File: src/rtl/alu_pkg.sv
// Shared definitions for the combinational ALU and the blocks that drive it.
package alu_pkg;

  localparam logic [2:0] OP_AND = 3'b000;
  localparam logic [2:0] OP_OR  = 3'b001;
  localparam logic [2:0] OP_ADD = 3'b010;
  localparam logic [2:0] OP_SUB = 3'b110;
  localparam logic [2:0] OP_SLT = 3'b111;

  typedef enum logic [1:0] {
    IDLE = 2'd0,
    RUN  = 2'd1,
    DONE = 2'd2
  } muldiv_state_t;

  localparam int unsigned MULDIV_ITERS = 32;

endpackage

File: src/rtl/alu_carry_recover.sv
// Rebuilds the carry-out of a 32-bit ALU add/sub from operand and result MSBs.
module alu_carry_recover (
  input  logic a31_i,
  input  logic b31_i,
  input  logic r31_i,
  input  logic op2_i,
  output logic carry_o
);

  logic b_eff;

  // op[2] selects subtract, where the ALU inverts B internally; carry=1 means no borrow.
  assign b_eff   = b31_i ^ op2_i;
  assign carry_o = (a31_i & b_eff) | ((a31_i | b_eff) & ~r31_i);

endmodule

File: src/rtl/alu_muldiv_seq.sv
// Iterative unsigned 32x32 multiply and 32/32 divide built on the shared combinational ALU.
module alu_muldiv_seq
  import alu_pkg::*;
#(
  parameter int unsigned     WIDTH        = 32,
  parameter logic [WIDTH-1:0] DBZ_QUOTIENT = 32'hFFFF_FFFF
) (
  input  logic             clk,
  input  logic             rst_n,
  input  logic             req_valid,
  output logic             req_ready,
  input  logic             req_div,
  input  logic [WIDTH-1:0] req_a,
  input  logic [WIDTH-1:0] req_b,
  output logic             rsp_valid,
  input  logic             rsp_ready,
  output logic [WIDTH-1:0] rsp_hi,
  output logic [WIDTH-1:0] rsp_lo,
  output logic             rsp_dbz,
  output logic [WIDTH-1:0] alu_a,
  output logic [WIDTH-1:0] alu_b,
  output logic [2:0]       alu_op,
  input  logic [WIDTH-1:0] alu_result,
  input  logic             alu_zero,
  input  logic             alu_overflow
);

  localparam logic [1:0] StIdle = IDLE;
  localparam logic [1:0] StRun  = RUN;
  localparam logic [1:0] StDone = DONE;

  localparam int unsigned      CntW    = $clog2(MULDIV_ITERS);
  localparam logic [CntW-1:0] CntLast = CntW'(MULDIV_ITERS - 1);

  logic [1:0]       state_q, state_d;
  logic [CntW-1:0]  cnt_q, cnt_d;
  logic [WIDTH-1:0] hi_q, hi_d;
  logic [WIDTH-1:0] lo_q, lo_d;
  logic [WIDTH-1:0] opb_q, opb_d;
  logic             div_q, div_d;
  logic             dbz_q, dbz_d;

  logic [WIDTH-1:0] rem_shift;
  logic             rem_msb;
  logic             carry;
  logic             unused_ok;

  // Operation is unsigned, so the ALU's signed overflow flag carries no information.
  assign unused_ok = alu_overflow;

  assign rem_shift = {hi_q[WIDTH-2:0], lo_q[WIDTH-1]};
  assign rem_msb   = hi_q[WIDTH-1];

  assign req_ready = (state_q == StIdle);
  assign rsp_valid = (state_q == StDone);
  assign rsp_hi    = hi_q;
  assign rsp_lo    = lo_q;
  assign rsp_dbz   = dbz_q;

  always_comb begin
    alu_a  = '0;
    alu_b  = '0;
    alu_op = OP_AND;
    if (state_q == StRun) begin
      alu_b = opb_q;
      if (div_q) begin
        alu_op = OP_SUB;
        alu_a  = rem_shift;
      end else begin
        alu_op = OP_ADD;
        alu_a  = hi_q;
      end
    end
  end

  alu_carry_recover u_carry (
    .a31_i   (alu_a[WIDTH-1]),
    .b31_i   (alu_b[WIDTH-1]),
    .r31_i   (alu_result[WIDTH-1]),
    .op2_i   (alu_op[2]),
    .carry_o (carry)
  );

  always_comb begin
    state_d = state_q;
    cnt_d   = cnt_q;
    hi_d    = hi_q;
    lo_d    = lo_q;
    opb_d   = opb_q;
    div_d   = div_q;
    dbz_d   = dbz_q;
    unique case (state_q)
      StIdle: begin
        if (req_valid) begin
          div_d = req_div;
          opb_d = req_b;
          cnt_d = '0;
          if (req_div && (req_b == '0)) begin
            hi_d    = req_a;
            lo_d    = DBZ_QUOTIENT;
            dbz_d   = 1'b1;
            state_d = StDone;
          end else begin
            hi_d    = '0;
            lo_d    = req_a;
            dbz_d   = 1'b0;
            state_d = StRun;
          end
        end
      end
      StRun: begin
        cnt_d = cnt_q + CntW'(1);
        if (div_q) begin
          // Restoring step: keep the difference when the 33-bit remainder covers the divisor.
          if (rem_msb || carry) begin
            hi_d = alu_result;
            lo_d = {lo_q[WIDTH-2:0], 1'b1};
          end else begin
            hi_d = rem_shift;
            lo_d = {lo_q[WIDTH-2:0], 1'b0};
          end
        end else if (lo_q[0]) begin
          hi_d = {carry, alu_result[WIDTH-1:1]};
          lo_d = {alu_result[0], lo_q[WIDTH-1:1]};
        end else begin
          hi_d = {1'b0, hi_q[WIDTH-1:1]};
          lo_d = {hi_q[0], lo_q[WIDTH-1:1]};
        end
        if (cnt_q == CntLast) begin
          state_d = StDone;
        end
      end
      StDone: begin
        if (rsp_ready) begin
          state_d = StIdle;
        end
      end
      default: state_d = StIdle;
    endcase
  end

  always_ff @(posedge clk) begin
    if (!rst_n) begin
      state_q <= StIdle;
      cnt_q   <= '0;
      hi_q    <= '0;
      lo_q    <= '0;
      opb_q   <= '0;
      div_q   <= 1'b0;
      dbz_q   <= 1'b0;
    end else begin
      state_q <= state_d;
      cnt_q   <= cnt_d;
      hi_q    <= hi_d;
      lo_q    <= lo_d;
      opb_q   <= opb_d;
      div_q   <= div_d;
      dbz_q   <= dbz_d;
    end
  end

  a_alu_zero_consistent: assert property (@(posedge clk) disable iff (!rst_n)
    (state_q == StRun) |-> (alu_zero == (alu_result == '0)));

endmodule

File: config.mk
export PLATFORM = sky130hd
export DESIGN_NAME = alu_muldiv_seq
export DESIGN_NICKNAME = d
export VERILOG_FILES = /design/src/rtl/alu_pkg.sv /design/src/rtl/alu_carry_recover.sv /design/src/rtl/alu_muldiv_seq.sv
export SDC_FILE = /design/constraint.sdc
export NUM_CORES = 1
export LEC_CHECK = 0
export ABC_AREA = 1
export CAP_MARGIN = 25
export CORE_ASPECT_RATIO = 0.5
export CORE_MARGIN = 3
export CORE_UTILIZATION = 30
export CTS_BUF_LIST = sky130_fd_sc_hd__clkbuf_16
export CTS_CLUSTER_DIAMETER = 200
export CTS_CLUSTER_SIZE = 10
export DETAILED_ROUTE_END_ITERATION = 8
export MAX_ROUTING_LAYER = met4
export PLACE_DENSITY = 0.64
export SETUP_SLACK_MARGIN = 0.1
export SLEW_MARGIN = 25
export SYNTH_ARGS = -nofsm -noshare
export SYNTH_HDL_FRONTEND = slang
export SYNTH_SLANG_ARGS = --single-unit
File: constraint.sdc
create_clock -name clk -period 1.65 [get_ports clk]
set_clock_uncertainty 0.1 [all_clocks]
set_input_delay 0.33 -clock clk [delete_from_list [all_inputs] [get_ports clk]]
set_output_delay 0.33 -clock clk [all_outputs]
set_load 0.005 [all_outputs]
---- Word-level counts from Yosys, hierarchy flattened ----
Index checks and enable logic that the tools add are counted.
word-level totals
  bits in registers ....................... 105
  input bits .............................. 103
  output and inout port bits .............. 134
  word-level logic and storage cells ...... 53
operators by class
  add/sub/neg operators ................... 1
  eq/ne operators ......................... 6
  muxes and demuxes ....................... 25
  bitwise logic cells ..................... 6
  reduce and logical (&&, ||, !) cells .... 8
operator list
  cell                   count
  $mux W32               12
  $pmux W32 S2           2
  $logic_not A32 Y1      1
  $pmux W5 S2            1
  $mux W2                4
  $mux W3                2
  $pmux W2 S3            1
  $add A5 B1 Y5 const B  1
  $eq A5 B5 Y1 const B   1
  $mux W5                1
  $ne A2 B1 Y1 const B   2
  $reduce_and A2 Y1      2
  $reduce_and A3 Y1      1
  $and A1 B1 Y1          2
  $eq A2 B1 Y1 const B   1
  $eq A2 B2 Y1 const B   1
  $logic_not A2 Y1       1
  $mux W1                2
  $ne A2 B2 Y1 const B   1
  $or A1 B1 Y1           2
  $reduce_bool A2 Y1     1
  $logic_and A1 B1 Y1    1
  $logic_or A1 B1 Y1     1
  $not A1 Y1             1
  $xor A1 B1 Y1          1

---- Longest topological paths before layout ----
  depth after elaboration ................. 10
  mapped depth ............................ 13
  depth with buffers taken out ............ 12

---- Modules after synthesis ----
A second synthesis with hierarchy kept.
unflattened totals
  cells, all modules ...................... 1,139
  area, all modules ....................... 6,972.9 µm²
modules (own cells, without submodules)
  module             times used  cells each  area an instance (µm²)
  alu_muldiv_seq     1           1,130       6,935.4
  alu_carry_recover  1           9           37.5

---- Worst setup path after synthesis ----
No wires, ideal clock.
  path type ............................... register -> output
  from .................................... register state_q[0]
  to ...................................... output port alu_b[0]
  arrival ................................. 1.293 ns
  data required time ...................... 1.220 ns
  slack ................................... -0.073 ns
  stages on the path, launching flop included .. 8
  path buffers ............................ 3
  cell sequence ........................... dfxtp_1 -> inv_1 -> nor2_2 -> inv_1 -> buf_2 -> buf_2 -> buf_1 -> nor2_1
on the way
  cells in the longest elaborated chain, start to end .. 2
RTL lines
  element                 RTL line               text
  from (decl)             alu_muldiv_seq.sv:35   logic [1:0] state_q, state_d;
  from (signal assigned)  alu_muldiv_seq.sv:144  state_q <= StIdle;
  from (signal assigned)  alu_muldiv_seq.sv:152  state_q <= state_d;
  $eq A2 B1 Y1            alu_muldiv_seq.sv:64   if (state_q == StRun) begin
  $mux W32                alu_muldiv_seq.sv:64
  to (decl)               alu_muldiv_seq.sv:21   output logic [WIDTH-1:0] alu_b,
Every way passes these cells.

---- Worst setup path in the final report ----
  from .................................... register state_q[1]
  to ...................................... output port alu_a[7]
on the way
  cells in the longest elaborated chain, start to end .. 2
RTL lines
  element       RTL line              text
  $eq A2 B1 Y1  alu_muldiv_seq.sv:64
  $mux W32      alu_muldiv_seq.sv:64
  to (decl)     alu_muldiv_seq.sv:20  output logic [WIDTH-1:0] alu_a,
Every way passes these cells.

==> flow_summary.rst <==
.. list-table::
   :header-rows: 1

   * - Metric
     - Value
   * - Peak per-stage delay on the critical path
     - 340 ps
   * - Max-capacitance violation count
     - 0
   * - Number of input and output port buffers inserted
     - 233
   * - First-pass GRT wire length
     - 49.1 mm
   * - Violated checks
     - setup timing
   * - Average footprint of a synthesized cell
     - 5.99 um2
   * - Clk pin slew, worst setup/hold paths
     - 70 ps
   * - Number of levels in the clock H-tree
     - 3
   * - Count of pins over their slew limit
     - 0
   * - Portion of the post-synthesis area used by sequential elements
     - 31.4%
   * - Crit path arrival time
     - 1650 ps
   * - Category of the most critical setup path
     - reg2out
   * - Synthesis warning total
     - 0
   * - Count of boundary I/O pins
     - 237
   * - Crit Path Max Fanout
     - 7
   * - Largest buffer count on any clock path
     - 2
   * - Ratio of cells with drive above 1 in the final layout
     - 40.6%
   * - Post-synthesis xor/xnor area fraction
     - 0%
   * - Post-Synthesis Cell Area
     - 6690 um2
   * - Placed wire-length estimate
     - 20.1 mm
   * - Die outline height
     - 112 um
   * - Synthesized-area fraction occupied by ao, oa, aoi and oai cells
     - 26.7%
   * - Synth area leader
     - sky130_fd_sc_hd__dfxtp_1
   * - Setup slack, reg-to-reg
     - -400 ps
   * - DRC violations left
     - 0
   * - Clk Latency, worst-skew pair
     - 360 ps
   * - Delay-heaviest family, CP
     - buffers and inverters
   * - Standard-cell rows
     - 37
   * - Setup-failing EPs final
     - 135
   * - Total of fill cells in the finished design
     - 1871
   * - Number of nets with antenna violations after routing
     - 0
   * - Depth of the worst hold-timing path
     - 3
   * - Die Outline Area
     - 24200 um2
   * - Global-route usage over all layers
     - 25.8%
   * - Adder-cell area share of the yosys netlist
     - 0.374%
   * - Number of cells on the critical path
     - 8
   * - Num Clock Sinks
     - 105
   * - Net count after synthesis
     - 1221
   * - Post-DR vias/cell
     - 5.26
   * - Unrepaired setup endpoints after global routing
     - yes
   * - Number of cell instances on the worst register-to-register path
     - 15
   * - Number of antenna violations at the first check in global routing
     - 0
   * - Crit share post-route
     - 126%
   * - Tightest Hold Check Type
     - in2reg
   * - CTS buffer count
     - 9
   * - Startpoint types
     - flip-flop
   * - Cell Chain, Critical Path
     - buf_6 -> nor2_4 -> buf_12 -> buf_12 -> buf_6 -> nand2_2 -> o21ai_2 -> buf_2
   * - Final layout net count
     - 1596
   * - Post-detailed-routing wire length
     - 32.9 mm
   * - Combinational family with the most area after synthesis
     - simple AND/OR/NAND/NOR gates
   * - Post-synthesis instance total
     - 1116
   * - Power density over cell area
     - 793 nW/um2
   * - Worst slack after detailed placement
     - -534 ps
   * - Final min period
     - 2080 ps
   * - Final core utilization
     - 60.1%
   * - Required time at the worst-slack endpoint
     - 1220 ps
   * - Post-synthesis sequential element count
     - 105
   * - Chip width
     - 217 um
   * - Outcome
     - complete, but fails checks
   * - Area growth from synthesis to final layout
     - 90.7%
   * - Summed negative setup slack over all endpoints
     - -45000 ps
   * - Largest net degree at the start of global routing
     - 57
   * - Worst setup slack after layout
     - -426 ps
   * - Critical path endpoint category
     - output pin
   * - Detailed Route Iter0 Violations
     - 840
   * - Router iterations before antenna repair
     - 5
   * - Share of flip-flops with an asynchronous set or reset after synthesis
     - 0%
   * - WP buf/inv
     - 5
   * - Highest ir drop seen on vdd
     - 0.597 mV
   * - Static power due to leakage
     - 6.27 nW
   * - Clock tree root driver cell
     - sky130_fd_sc_hd__clkbuf_16
   * - Simple-Gate Fraction of Synth Area
     - 27.9%
   * - Number of antenna diodes
     - 0
   * - TritonCTS clock tree
     - done
   * - Number of distinct library cells after synthesis
     - 30
   * - Maximum clock rate
     - 0.482 GHz
   * - Number of vias after detailed routing
     - 9396
   * - Mux cell area share after synthesis
     - 0%
   * - GRT overflow
     - 0
   * - Dominant register cell in the synthesized netlist
     - sky130_fd_sc_hd__dfxtp_1
   * - Number of global-route vias before repair
     - 8955
   * - Area share of the largest cell type after synthesis
     - 31.4%
   * - Gp weighted congestion
     - 0.873
   * - Leading cell types by total area after synthesis
     - sky130_fd_sc_hd__dfxtp_1 31%, sky130_fd_sc_hd__o21ai_0 12%, sky130_fd_sc_hd__nand2_1 11%
   * - Placeable Area
     - 21200 um2
   * - Hold Vio Cnt, Final
     - 0
   * - Initial core utilization
     - 31.5%
   * - Crit path max-delay cell type
     - sky130_fd_sc_hd__dfxtp_2
   * - Per-cell routed wire length
     - 18.4 um
   * - Count of flip-flops with a built-in enable after synthesis
     - 0
[synthesized netlist by cell type, types with 7 or more instances]
cell / number
sky130_fd_sc_hd__nor2_1: 153
sky130_fd_sc_hd__o21ai_0: 160
sky130_fd_sc_hd__nand3_1: 70
sky130_fd_sc_hd__buf_2: 23
sky130_fd_sc_hd__a21oi_1: 122
sky130_fd_sc_hd__o21a_1: 22
sky130_fd_sc_hd__clkbuf_1: 47
sky130_fd_sc_hd__buf_4: 9
sky130_fd_sc_hd__inv_1: 132
sky130_fd_sc_hd__dfxtp_1: 105
sky130_fd_sc_hd__o22ai_1: 31
sky130_fd_sc_hd__nand2_1: 201
sky130_fd_sc_hd__or2_2: 10
sky130_fd_sc_hd__buf_1: 7
[worst min-delay path: cells and delay by family]
kind                   cells  cell delay (ps)
buffers and inverters      1              110
AO/OA/AOI/OAI              2              170
[placed cells by master, fill, tap and decap left out, types with 22 or more instances in the layout]
cell	count
sky130_fd_sc_hd__nand3_1	25
sky130_fd_sc_hd__nor2_2	35
sky130_fd_sc_hd__clkdlybuf4s50_1	68
sky130_fd_sc_hd__buf_2	63
sky130_fd_sc_hd__a21oi_2	35
sky130_fd_sc_hd__buf_4	129
sky130_fd_sc_hd__nor2_1	100
sky130_fd_sc_hd__a21oi_1	87
sky130_fd_sc_hd__buf_12	28
sky130_fd_sc_hd__nand2_1	144
sky130_fd_sc_hd__o21ai_0	95
sky130_fd_sc_hd__o21ai_1	31
sky130_fd_sc_hd__o21a_1	22
sky130_fd_sc_hd__buf_6	33
sky130_fd_sc_hd__nand2_2	41
sky130_fd_sc_hd__dlygate4sd2_1	64
sky130_fd_sc_hd__o22ai_1	31
sky130_fd_sc_hd__dfxtp_1	53
sky130_fd_sc_hd__nand3_2	44
sky130_fd_sc_hd__dlymetal6s2s_1	31
sky130_fd_sc_hd__dfxtp_2	49
sky130_fd_sc_hd__o21ai_2	33
sky130_fd_sc_hd__inv_1	123
[sequential cells by signal, summed over array words and instances, names as in the netlist]
register and flops:
rsp_lo 32, rsp_dbz 1, div_q 1, opb_q 32, rsp_hi 32, cnt_q 5, state_q 2
[path summary, 6_finish.rpt]
check / from / end
worst min register to register: opb_q[25]$_SDFFE_PN0P_ / opb_q[25]$_SDFFE_PN0P_
worst max register to register: state_q[1]$_SDFFE_PN0P_ / rsp_hi[25]$_SDFFE_PN0P_
worst max-delay path: state_q[1]$_SDFFE_PN0P_ / alu_a[7]
worst min-delay path: req_b[30] / opb_q[30]$_SDFFE_PN0P_
[power breakdown]
part           switching [mW]  leakage (nW)  internal [mW]
Combinational            2.50          5.24           2.39
Clock                   0.996         0.141           1.15
Sequential              0.201         0.886           2.87
[metal layers]
layer,routed length [um],global-route usage (%)
met5,0,-
met4,1140,8.20
met3,2050,3.76
met2,15500,42.4
met1,14200,32.9
[metrics by stage]
| stage | cells | hold slack, ps | power (mW) | cell area [um2] |
|---|---|---|---|---|
| 2_1_floorplan | 1116 | 330 | 4.82 | 6840 |
| 3_3_place_gp | 1686 | 346 | 6.58 | 10300 |
| 3_5_place_dp | 1686 | 355 | 6.63 | 10300 |
| 4_1_cts | 1759 | 187 | 9.65 | 11900 |
| 5_1_grt | 1787 | 204 | 10.6 | 12800 |
| 6_report | 1787 | 181 | 10.1 | 12800 |
[kinds of logic after synthesis]
logic type,Yosys count
fa+ha+maj,2
compound gates,337
flops,105
buf+inv,221
other cells,1
simple gates,450
[layout make-up]
cell class | count | area (um2) | share of cell area, %
multi-input cells | 790 | 4720 | 37.0
repair buffers | 452 | 4690 | 36.8
flip-flops and latches | 105 | 2170 | 17.1
inverters | 133 | 519 | 4.07
well taps | 292 | 365 | 2.86
clock buffers | 9 | 225 | 1.77
clock inverters | 6 | 51.3 | 0.402
[repair_timing]
action | 4_1_cts | 5_1_grt
hold buffers | 0 | 0
setup endpoints to repair | 234 | 172
buffers inserted | 39 | 23
pin swaps | 45 | 52
gates resized for setup | 651 | 176
cloned | 21 | 5
hold endpoints to repair | 0 | 0
Note: power is estimated with default switching activity, not from simulation.
==> edit 1 (same flow settings) <==
The package constant `MULDIV_ITERS` goes from 32 to 64.
--- a/src/rtl/alu_pkg.sv
+++ b/src/rtl/alu_pkg.sv
@@ -14,5 +14,5 @@
   } muldiv_state_t;
 
-  localparam int unsigned MULDIV_ITERS = 32;
+  localparam int unsigned MULDIV_ITERS = 64;
 
 endpackage
Formal check against the unedited RTL: same outputs for any inputs over 4 cycles, from zero or initial values and one cycle with rst_n low; that may be too few to reach the edited logic, so the function may still have changed.
==> edit 1 against the original RTL <==
  * The flow still finishes with violations (negative setup slack)
  * Worst setup slack got worse by 0.034 ns
  * Sequential cell count increased by 1
  * Final cell count decreased by 1.1%
  * Area after synthesis decreased by 2.1%
  * Largest cell class is now buffers
  * Total power about the same
  * Largest power group unchanged
  * Sequential share of layout area decreased by 0.35 points
  * Critical endpoint is now alu_a[4]
  * Wire length increased by 4.1%
  * Cell area increased by 4.2%
  * Critical path type unchanged
==> edit 1: results <==
outcome:
  status: "complete, but fails checks"
  violations: "negative setup slack"
setup_path:
  max_stage_delay_ns: 0.37
  r2r-end: "rsp_hi[2]"
  slowest_stage: "dfxtp_4"
  worstReg2RegStart: "state_q[0]"
  crit_path_max_fanout: 3
layout:
  drive_above_1_share: 0.439
  final_nets: 1574
placed_design:
  gp_congestion: 0.864
  place.detailed.hpwl_mm: 19.5
logic_synthesis:
  synth.top_cells.by_count: "o21ai_0 (193), nand2_1 (186), inv_1 (150), nor2_1 (133), dfxtp_1 (106)"
  synth_nets: 1202
  seq_area_frac_synth: 0.324
  synth_cell_types: 26
  synthAdderAreaFrac: 0.00191
  yosysMostFrequentCell: "o21ai_0"
clock_tree:
  cts_resized: 437
  cts_setup_buffers: 27
worst_hold_path:
  holdCritStartpoint: "req_b[24]"
  whs_endpoint: "opb_q[24]"
routing:
  vias_per_cell: 5.35
  route.met2.wl_mm: 16.4
  drt_iter0_drc: 884
  wire_per_inst_um: 19.4
  wl_met1_mm: 14.0
global_route:
  grtUsageTotal: 0.245
  grt_pass1_wl_mm: 46.4
  grt_max_degree: 48
sta:
  finalSetupViolCount: 174
  holdWs_ns: 0.196
  setup_ws_ns: -0.461
pwr:
  switching_power_uw: 3800
  ir_drop_v: 0.000563
## edit 1: worst max-delay path by stage
stage               start         end  slack (ns)  cells after the start
2_1_floorplan  state_q[0]   alu_b[10]        0.08                      8
3_3_place_gp    req_b[28]  rsp_hi[27]       -0.56                     11
3_5_place_dp    req_b[26]  rsp_hi[27]       -0.58                     13
4_1_cts        state_q[0]    alu_a[8]       -0.40                      9
5_1_grt        state_q[0]    alu_a[4]       -0.52                     10
6_report       state_q[0]    alu_a[4]       -0.46                     10
## edit 1: logic make-up after synthesis
group,after synthesis
buf+inv,241
compound gates,348
fa+ha+maj,1
simple gates,401
flops,106
other cells,1
## edit 1: cell type report
class | instances | area [um2]
Fill cell | 1758 | 7680
Timing Repair Buffer | 449 | 4940
Multi-Input combinational cell | 752 | 4890
Sequential cell | 106 | 2220
Inverter | 152 | 614
Tap cell | 292 | 365
Clock buffer | 9 | 225
Clock inverter | 7 | 38.8
## edit 1: stage by stage
stage                     cells  instance area (um2)  utilization  setup slack (ns)  TNS, ns
after floorplan            1098                 6820            -            0.0772        0
after global placement     1661                10100        0.484            -0.558   -53.15
after detailed placement   1661                10100        0.484            -0.580   -54.88
after CTS                  1715                11200        0.532            -0.402   -40.05
after global routing       1767                13300        0.634            -0.518   -55.76
final                      1767                13300        0.634            -0.461   -45.55
## edit 1: per-layer routing
| layer | up-vias | GRT usage |
|---|---|---|
| met3 | 90 | 0.0399 |
| li1 | 4357 | - |
| met4 | 0 | 0.0806 |
| met1 | 4522 | 0.316 |
| met2 | 487 | 0.394 |
| met5 | - | - |
## edit 1: power groups by stage
stage	Combinational [uW]	Clock, uW	Sequential (uW)
floorplan	1620	0	3070
global placement	3260	0	3090
detailed placement	3290	0	3100
CTS	3830	2070	3040
global route	5300	2170	3110
finish	4980	2050	3080
==> edit 2 (same settings) <==
Without the edit above. Register the input `req_div` before use, without a reset. The logic sees it one clock later. The other inputs are not delayed to match.
--- a/src/rtl/alu_muldiv_seq.sv
+++ b/src/rtl/alu_muldiv_seq.sv
@@ -32,4 +32,10 @@
   localparam int unsigned      CntW    = $clog2(MULDIV_ITERS);
   localparam logic [CntW-1:0] CntLast = CntW'(MULDIV_ITERS - 1);
+
+  logic req_div_q;
+
+  always_ff @(posedge clk) begin
+    req_div_q <= req_div;
+  end
 
   logic [1:0]       state_q, state_d;
@@ -93,8 +99,8 @@
       StIdle: begin
         if (req_valid) begin
-          div_d = req_div;
+          div_d = req_div_q;
           opb_d = req_b;
           cnt_d = '0;
-          if (req_div && (req_b == '0)) begin
+          if (req_div_q && (req_b == '0)) begin
             hi_d    = req_a;
             lo_d    = DBZ_QUOTIENT;
Check against the original RTL: not equivalent (Yosys sat finds a counterexample within 4 cycles, from zero or initial values and one cycle with rst_n low).
==> edit 2 against the original RTL <==
  * Total power rose by 6.0%
  * Worst setup slack got worse by 0.0044 ns
  * Wire length rose by 4.6%
  * Cell area rose by 6.4%
  * Area after synthesis fell by 1.5%
  * Clock power rose by 5%
  * First-iteration DRC count rose by 16%
  * Critical path type is now register to register
  * The run still ends with negative setup slack left
  * Sequential cell count rose by 1
==> edit 2: results <==
outcome:
  status: "complete, but fails checks"
  violations: "negative setup slack"
layout:
  final_cells: 1786
  antenna_cells: 2
  seq_share: 0.163
  final_nets: 1592
  fillerInstances: 1644
  multi_input_area_um2: 5010
  final_area_um2: 13600
  comb.multi_input.count: 751
  drive_above_1_share: 0.448
  buf_share: 0.366
  clkCellAreaFrac: 0.0223
  inv_count: 163
  buffers: 456
placed_design:
  place.detailed.hpwl_mm: 19.5
  place_inst: 1670
  postPlaceCellArea_um2: 10100
  gp_congestion: 0.923
setup_path:
  r2r-end: "rsp_hi[29]"
  reg2reg_depth: 13
  worstReg2RegStart: "div_q"
  arrival_ns: 2.22
  max_stage_delay_ns: 0.43
  slowest_stage: "dfxtp_4"
global_route:
  grt_pass1_wl_mm: 47.2
  grt_pass1_vias: 8750
  grt_max_degree: 59
  antenna_found_initial: 2
  grtUsageTotal: 0.248
sta:
  setup_ws_ns: -0.431
  finalSetupViolCount: 168
logic_synthesis:
  synthAdderAreaFrac: 0.00380
  synth-xor-area-share: 0
  synth_compound_area_frac: 0.275
  synth_cell_types: 28
  ys_seq_elements: 106
  synth_area_per_cell_um2: 5.97
  synth.top_cells.by_count: "nand2_1 (183), o21ai_0 (172), inv_1 (152), nor2_1 (129), dfxtp_1 (106)"
  synth_area_leaders: "dfxtp_1 (32%), o21ai_0 (13%), nand2_1 (10%)"
  synthFlopType: "dfxtp_1"
  synthCells: 1103
  synth_nets: 1208
  seq_area_frac_synth: 0.322
routing:
  drt_iter0_drc: 975
  routed_wl_mm: 34.4
  vias: 9571
worst_hold_path:
  whs_endpoint: "opb_q[1]"
  hold_path_class: "input port to register"
  holdCritStartpoint: "req_b[1]"
clock_tree:
  clkLatencyLatePin_ns: 0.35
  cts_resized: 516
  clockBufferDepth: 2
  cts_setup_buffers: 43
pwr:
  power_leakage_uw: 0.00716
  ir_drop_v: 0.000634
## edit 2: cell types whose count changed after synthesis, sizes merged, moves of 2 or more
cell	unedited run	this run
or2	11	1
nand4	4	6
nor2	154	132
inv	133	159
a21oi	122	96
nand2	204	186
clkbuf	47	56
o21ai	161	193
buf	41	31
o21a	22	0
a31oi	0	25
## edit 2: stage by stage
stage / power (uW) / hold WS, ns / setup WS (ns) / TNS (ns)
finish: 10700 / 0.177 / -0.431 / -45.30
global route: 11200 / 0.188 / -0.497 / -54.88
CTS: 9610 / 0.284 / -0.414 / -44.62
detailed placement: 6590 / 0.346 / -0.714 / -61.24
global placement: 6540 / 0.340 / -0.647 / -57.88
floorplan: 4720 / 0.258 / 0.0605 / 0
## edit 2: worst max path at each step
| stage | startpoint | to | cells after the start |
|---|---|---|---|
| 3_5_place_dp | req_b[28] | rsp_lo[15] | 7 |
| 6_report | div_q | rsp_hi[29] | 13 |
| 5_1_grt | state_q[0] | rsp_hi[29] | 14 |
| 3_3_place_gp | req_b[28] | rsp_lo[25] | 9 |
| 4_1_cts | state_q[0] | alu_b[18] | 8 |
| 2_1_floorplan | req_b[28] | rsp_hi[16] | 7 |
## edit 2: critical path: cells and delay by family, from the launching register on
family	cells	cell delay [ns]
AND/OR/NAND/NOR	10	0.92
flip-flops	1	0.43
AO/OA/AOI/OAI	1	0.06
buffers and inverters	2	0.43
## edit 2: metal layers
layer	GRT usage	vias up	share of wire
met2	0.402	534	0.49
met4	0.0853	0	0.037
met3	0.0449	110	0.083
met5	-	-	0
met1	0.314	4539	0.39
li1	-	4388	-
## edit 2: where the power goes
part           total (uW)  switching, uW  internal (uW)  leakage, uW
sequential           3130            229           2900     0.000897
combinational        5340           2790           2550      0.00611
clock                2260           1060           1190     0.000152
